File: config.mk
export PLATFORM = sky130hd
export DESIGN_NAME = pattern_gen
export DESIGN_NICKNAME = d
export VERILOG_FILES = /design/src/rtl/pattern_gen.sv
export SDC_FILE = /design/constraint.sdc
export NUM_CORES = 1
export LEC_CHECK = 0
export CAP_MARGIN = 20
export CORE_MARGIN = 4
export CORE_UTILIZATION = 53
export CTS_CLUSTER_DIAMETER = 200
export DETAILED_ROUTE_END_ITERATION = 10
export PLACE_DENSITY_LB_ADDON = 0.3
export RECOVER_POWER = 100
export SLEW_MARGIN = 25
export SYNTH_ARGS = -nofsm -noshare
export SYNTH_HDL_FRONTEND = slang
export SYNTH_SLANG_ARGS = --single-unit
File: constraint.sdc
create_clock -name rfr_clk -period 3.98 [get_ports rfr_clk]
set_input_delay 0.796 -clock rfr_clk [delete_from_list [all_inputs] [get_ports rfr_clk]]
set_output_delay 0.796 -clock rfr_clk [all_outputs]
set_load 0.005 [all_outputs]
File: src/rtl/pattern_gen.sv
// pattern_gen
// -----------
// Multi-mode test-pattern generator placed between the video timing generator
// and the RGB output stage. Produces colour bars, a checkerboard, a horizontal
// grey ramp or a solid colour. The requested mode is only taken at frame
// start, and every pixel goes through a fixed two-register pipeline.
//
// Optional build macro: PGEN_BORDER_EN
//   Defined  : a one-pixel full-white frame is drawn on the active-area edges
//              in every mode (still blanked by video_on).
//   Undefined: no border logic is built; the pattern is output unmodified.
//
// Parameters
//   H_ACTIVE  active pixels per line (default 640)
//   V_ACTIVE  active lines per frame (default 480)
//   BARS      number of colour bars, 1..16 (default 8)
//   CW        colour channel width, 4..10 (default 8)
//   CHK_LOG2  checker square size is 2^CHK_LOG2 pixels (default 5)
//
// Ports
//   rfr_clk      in   pixel clock
//   reset_n      in   asynchronous active-low reset
//   video_on     in   active-video qualifier from the timing generator
//   pixel_cnt    in   12-bit current pixel, 0-based
//   line_cnt     in   12-bit current line, 0-based
//   mode         in   2-bit requested pattern: 0 bars, 1 checker, 2 ramp, 3 solid
//   solid_rgb    in   3*CW solid colour {R,G,B}, captured together with mode
//   p_red        out  CW-bit red channel
//   p_green      out  CW-bit green channel
//   p_blue       out  CW-bit blue channel
//   active_mode  out  2-bit mode currently in effect
//
// Data flow: one pixel per clock, no stalls. Inputs sampled on one rising edge
// reach the outputs on the following rising edge (two register stages).

module pattern_gen #(
  parameter int H_ACTIVE = 640,
  parameter int V_ACTIVE = 480,
  parameter int BARS     = 8,
  parameter int CW       = 8,
  parameter int CHK_LOG2 = 5
) (
  input  logic            rfr_clk,
  input  logic            reset_n,
  input  logic            video_on,
  input  logic [11:0]     pixel_cnt,
  input  logic [11:0]     line_cnt,
  input  logic [1:0]      mode,
  input  logic [3*CW-1:0] solid_rgb,
  output logic [CW-1:0]   p_red,
  output logic [CW-1:0]   p_green,
  output logic [CW-1:0]   p_blue,
  output logic [1:0]      active_mode
);

  // Elaboration-time sanity check on the parameter set.
  if (BARS < 1 || BARS > 16 || CW < 4 || CW > 10 || H_ACTIVE < BARS ||
      H_ACTIVE > 4096 || V_ACTIVE < 1 || V_ACTIVE > 4096 ||
      CHK_LOG2 < 0 || CHK_LOG2 > 11) begin : g_param_check
    $error("pattern_gen: illegal parameter combination");
  end

  localparam logic [1:0] MODE_BARS    = 2'd0;
  localparam logic [1:0] MODE_CHECKER = 2'd1;
  localparam logic [1:0] MODE_RAMP    = 2'd2;
  localparam logic [1:0] MODE_SOLID   = 2'd3;

  localparam int          BAR_W    = H_ACTIVE / BARS;
  localparam logic [11:0] BAR_LAST = 12'(BAR_W - 1);
  localparam logic [3:0]  BAR_MAX  = 4'(BARS - 1);

  // Ramp step: wide enough that the whole active line spans the colour range.
  localparam int          RAMP_S   = ($clog2(H_ACTIVE) > CW) ? ($clog2(H_ACTIVE) - CW) : 0;
  localparam logic [11:0] RAMP_MAX = 12'((1 << CW) - 1);

  localparam logic [CW-1:0] C_F = {CW{1'b1}};
  localparam logic [CW-1:0] C_H = {1'b1, {(CW-1){1'b0}}};
  localparam logic [CW-1:0] C_L = {3'b111, {(CW-3){1'b0}}};
  localparam logic [CW-1:0] C_0 = {CW{1'b0}};

  function automatic logic [3*CW-1:0] palette(input logic [3:0] idx);
    case (idx)
      4'd0:    palette = {C_F, C_F, C_F};  // white
      4'd1:    palette = {C_F, C_0, C_0};  // red
      4'd2:    palette = {C_F, C_H, C_0};  // orange
      4'd3:    palette = {C_F, C_F, C_0};  // yellow
      4'd4:    palette = {C_H, C_F, C_0};  // chartreuse
      4'd5:    palette = {C_0, C_F, C_0};  // green
      4'd6:    palette = {C_0, C_F, C_H};  // spring
      4'd7:    palette = {C_0, C_F, C_F};  // cyan
      4'd8:    palette = {C_0, C_H, C_F};  // azure
      4'd9:    palette = {C_0, C_0, C_F};  // blue
      4'd10:   palette = {C_H, C_0, C_F};  // violet
      4'd11:   palette = {C_F, C_0, C_F};  // magenta
      4'd12:   palette = {C_F, C_0, C_H};  // rose
      4'd13:   palette = {C_L, C_L, C_L};  // light grey
      4'd14:   palette = {C_H, C_H, C_H};  // mid grey
      default: palette = {C_0, C_0, C_0};  // black
    endcase
  endfunction

  // Frame/line start decode and bar tracking (stage 0, combinational)
  logic            frame_start;
  logic            line_start;
  logic [11:0]     cnt_q;
  logic [3:0]      bar_q;
  logic [11:0]     cur_cnt;
  logic [3:0]      cur_bar;
  logic [1:0]      eff_mode;
  logic [3*CW-1:0] solid_q;
  logic [3*CW-1:0] eff_solid;
  logic [11:0]     ramp_full;
  logic [CW-1:0]   ramp_sat;

  assign frame_start = (pixel_cnt == 12'd0) && (line_cnt == 12'd0);
  assign line_start  = (pixel_cnt == 12'd0);

  // The stored counters describe the pixel after the previous one; the line
  // start clear is applied to the current pixel so pixel 0 is always bar 0
  // and the clear wins over a simultaneous wrap.
  assign cur_cnt = line_start ? 12'd0 : cnt_q;
  assign cur_bar = line_start ? 4'd0  : bar_q;

  // The frame-start pixel itself already uses the newly requested mode/colour.
  assign eff_mode  = frame_start ? mode      : active_mode;
  assign eff_solid = frame_start ? solid_rgb : solid_q;

  assign ramp_full = pixel_cnt >> RAMP_S;
  assign ramp_sat  = (ramp_full > RAMP_MAX) ? C_F : ramp_full[CW-1:0];

  // Stage 1 registers
  logic [1:0]      s1_mode;
  logic [3:0]      s1_bar;
  logic            s1_chk;
  logic [CW-1:0]   s1_ramp;
  logic [3*CW-1:0] s1_solid;
  logic            s1_von;

  always_ff @(posedge rfr_clk or negedge reset_n) begin
    if (!reset_n) begin
      active_mode <= MODE_BARS;
      solid_q     <= '0;
      cnt_q       <= 12'd0;
      bar_q       <= 4'd0;
      s1_mode     <= MODE_BARS;
      s1_bar      <= 4'd0;
      s1_chk      <= 1'b0;
      s1_ramp     <= '0;
      s1_solid    <= '0;
      s1_von      <= 1'b0;
    end else begin
      if (frame_start) begin
        active_mode <= mode;
        solid_q     <= solid_rgb;
      end
      if (cur_cnt == BAR_LAST) begin
        cnt_q <= 12'd0;
        bar_q <= (cur_bar == BAR_MAX) ? cur_bar : cur_bar + 4'd1;
      end else begin
        cnt_q <= cur_cnt + 12'd1;
        bar_q <= cur_bar;
      end
      s1_mode  <= eff_mode;
      s1_bar   <= cur_bar;
      s1_chk   <= pixel_cnt[CHK_LOG2] ^ line_cnt[CHK_LOG2];
      s1_ramp  <= ramp_sat;
      s1_solid <= eff_solid;
      s1_von   <= video_on;
    end
  end

`ifdef PGEN_BORDER_EN
  // Border flag travels alongside its pixel through stage 1.
  logic s1_border;

  always_ff @(posedge rfr_clk or negedge reset_n) begin
    if (!reset_n) begin
      s1_border <= 1'b0;
    end else begin
      s1_border <= (pixel_cnt == 12'd0) || (pixel_cnt == 12'(H_ACTIVE - 1)) ||
                   (line_cnt == 12'd0)  || (line_cnt == 12'(V_ACTIVE - 1));
    end
  end
`endif

  // Stage 2: colour lookup and blanking
  logic [3*CW-1:0] colour;

  always_comb begin
    colour = '0;
    case (s1_mode)
      MODE_BARS:    colour = palette(s1_bar);
      MODE_CHECKER: colour = s1_chk ? {C_0, C_0, C_0} : {C_F, C_F, C_F};
      MODE_RAMP:    colour = {s1_ramp, s1_ramp, s1_ramp};
      MODE_SOLID:   colour = s1_solid;
      default:      colour = '0;
    endcase
`ifdef PGEN_BORDER_EN
    if (s1_border) begin
      colour = {C_F, C_F, C_F};
    end
`endif
  end

  always_ff @(posedge rfr_clk or negedge reset_n) begin
    if (!reset_n) begin
      p_red   <= '0;
      p_green <= '0;
      p_blue  <= '0;
    end else if (s1_von) begin
      p_red   <= colour[3*CW-1:2*CW];
      p_green <= colour[2*CW-1:CW];
      p_blue  <= colour[CW-1:0];
    end else begin
      p_red   <= '0;
      p_green <= '0;
      p_blue  <= '0;
    end
  end

endmodule

==> results.sh <==
export IMPL_status="finished with violations"
export IMPL_cts_made_buffers=9
export IMPL_violations="capacitance limit, slew limit"
export IMPL_synth_area_leaders="dfrtp_1 56%, mux2_1 6.3%, o21ai_0 4.8%"
export IMPL_port_buffers=78
export IMPL_antenna_found_initial=0
export IMPL_utilization_pct=70.4
export IMPL_syn_nets=366
export IMPL_start_util_pct=55.4
export IMPL_synth_top_area_cell="dfrtp_1"
export IMPL_clock_fmax_ghz=0.316
export IMPL_hold_viol=0
export IMPL_cpPeakStageDelay_ns=0.62
export IMPL_reg2reg_slack_ns=1.91
export IMPL_synth_cell_types=45
export IMPL_place_congestion=0.800
export IMPL_synthFlopType="dfrtp_1"
export IMPL_initialDrtViolationCount=128
export IMPL_cp_startpoint="pixel_cnt[11]"
export IMPL_skew_ns=0.00630
export IMPL_grtUsageTotal_pct=20.0
export IMPL_power_density_nw_per_um2=369
export IMPL_clk_pin_slew_ns=0.08
export IMPL_path_delay_family="simple AND/OR/NAND/NOR gates"
export IMPL_hp_class="reg -> reg"
export IMPL_grt_max_degree=81
export IMPL_syn_avg_cell_area_sq_um=11.7
export IMPL_wl_um=7630
export IMPL_worst_slew_pin_slew_ns=1.89
export IMPL_synth_top_area_share_pct=55.9
export IMPL_route_vias_total=2631
export IMPL_syn_inst=306
export IMPL_path_cells="dlygate4sd3_1 > nor3_1 > nand4_4 > and2_0 > ha_1 > and3_1 > and3_2 > a21oi_1 > nor2_1"
export IMPL_ys_ff_latch=80
export IMPL_postCtsSetupRepairBufs=0
export IMPL_grt_pass1_vias=2677
export IMPL_grt_overflow_total=0
export IMPL_async_flop_share_pct=100
export IMPL_design_die_area_sq_um=8130
export IMPL_drv_slew=81
export IMPL_tns_ns=0
export IMPL_die_width_um=90.2
export IMPL_vdd_ir_drop_max_v=0.000265
export IMPL_worstPathArrival_ns=3.40
export IMPL_clockRootBuffer="clkbuf_8"
export IMPL_cts_repair_resized=0
export IMPL_drcViolationCount=0
export IMPL_syn_to_final_growth_pct=27.0
export IMPL_cp_required_ns=4.21
export IMPL_fp_dieH_um=90.2
export IMPL_tritoncts="built"
export IMPL_p_leak_nw=1.97
export IMPL_via_per_inst=5.69
export IMPL_fin_area_sq_um=4540
export IMPL_dp_hpwl_um=5620
export IMPL_clk_path_buf_depth=2
export IMPL_h_tree_depth=3
export IMPL_synth_area_sq_um=3580
export IMPL_num_antenna_cells=0
export IMPL_ios=79
export IMPL_fin_nets=440
export IMPL_hold_buffers=0
export IMPL_setup_violations_final=0
export IMPL_yosysSeqAreaShare_pct=55.9
export IMPL_maxCapViolCount=1
export IMPL_core_sq_um=6460
export IMPL_synth_edf_count=0
export IMPL_r2r_start="s1_mode[1]"
export IMPL_yosysWarnings=0
export IMPL_clock_sinks=80
export IMPL_drtPass1Iterations=5
export IMPL_placed_area_sq_um=4380
export IMPL_hp_start="s1_solid[17]"
export IMPL_period_share_pct=79.6
export IMPL_crit_path_end_kind="register"
export IMPL_ys_top_cells_by_count="80 x dfrtp_1, 34 x o21ai_0, 20 x mux2_1"
export IMPL_path_class="in -> reg"
export IMPL_drive_gt1_share_pct=8.57
export IMPL_maxSlewHeadroom_pct=-26.1
export IMPL_wl_per_cell_um=16.5
export IMPL_crit_slowest_cell="dlygate4sd3_1"
export IMPL_clock_latency_ns=0.34
export IMPL_min_period_ns=3.17
export IMPL_path_buf_inv=1
export IMPL_crit_fanout=15
export IMPL_yosysMostFrequentCell="dfrtp_1"
export IMPL_grt_pass1_wl_um=13000
export IMPL_std_cell_rows=29
export IMPL_rsz0062_at_grt="false"
export IMPL_crit_path_start_kind="input port"
export IMPL_ant_nets=0
==> power by group <==
group | internal [mW] | switching, mW
registers | 0.867 | 0.0660
clock network | 0.278 | 0.270
logic | 0.112 | 0.0828
total | 1.26 | 0.419
==> stage by stage <==
stage	hold WS, ns	instances	power (mW)	worst slack (ns)
after floorplan	0.450	306	1.02	1.27
after global placement	0.463	446	1.14	0.812
after detailed placement	0.470	446	1.15	0.711
after CTS	0.491	462	1.69	1.07
after global routing	0.506	462	1.75	0.588
final	0.485	462	1.68	0.812
==> area by class of cell <==
class,instances,area [sq um]
clock buffers,14,173
clock inverters,2,12.5
fillers,488,1910
inverters,5,18.8
multi-input cells,206,1470
flip-flops and latches,80,2000
well taps,77,96.3
repair buffers,78,776
==> layout by cell type (no fill, tap or decap), types with 6 or more instances in the layout <==
cell type,count
nand3_1,11
clkdlybuf4s50_1,48
mux2_1,20
nand2_1,12
ha_1,7
dfrtp_1,80
a211oi_1,19
nor2_1,17
mux2_2,6
dlygate4sd3_1,29
or3_1,8
o21ai_0,34
clkbuf_8,12
a21oi_1,11
==> flip-flops by register name, summed over array words and instances (netlist names) <==
signal	flops
bar_q	4
cnt_q	12
p_blue	8
p_green	8
p_red	8
s1_bar	4
s1_chk	1
s1_mode	2
s1_ramp	8
s1_solid	24
s1_von	1
==> metal layers <==
layer,vias up,track usage (%),wire [um]
li1,1252,-,-
met1,1284,25.4,3240
met2,84,32.8,3820
met3,11,5.26,466
met4,0,7.53,104
met5,-,0,0
==> worst paths after layout <==
path                       depth (start not counted)           end
max                                                9      bar_q[2]
min                                                1  s1_solid[17]
max reg2reg                                        4    p_green[5]
min in group asynchronous                          1  s1_solid[18]
max in group asynchronous                          1  s1_solid[17]
min reg2reg                                        1  s1_solid[17]
==> cell families (layout without fill, tap and decap cells) <==
group / after synthesis / in the layout / synth area share [%]
AND/OR/NAND/NOR: 89 / 89 / 15.8
flip-flops: 80 / 80 / 55.9
AO/OA/AOI/OAI: 74 / 74 / 12.6
multiplexers: 27 / 27 / 8.46
buffers and inverters: 20 / 99 / 2.55
XOR/XNOR: 9 / 9 / 2.20
adder cells (fa/ha/maj): 7 / 7 / 2.45
Power figures use the tool's default switching activity.
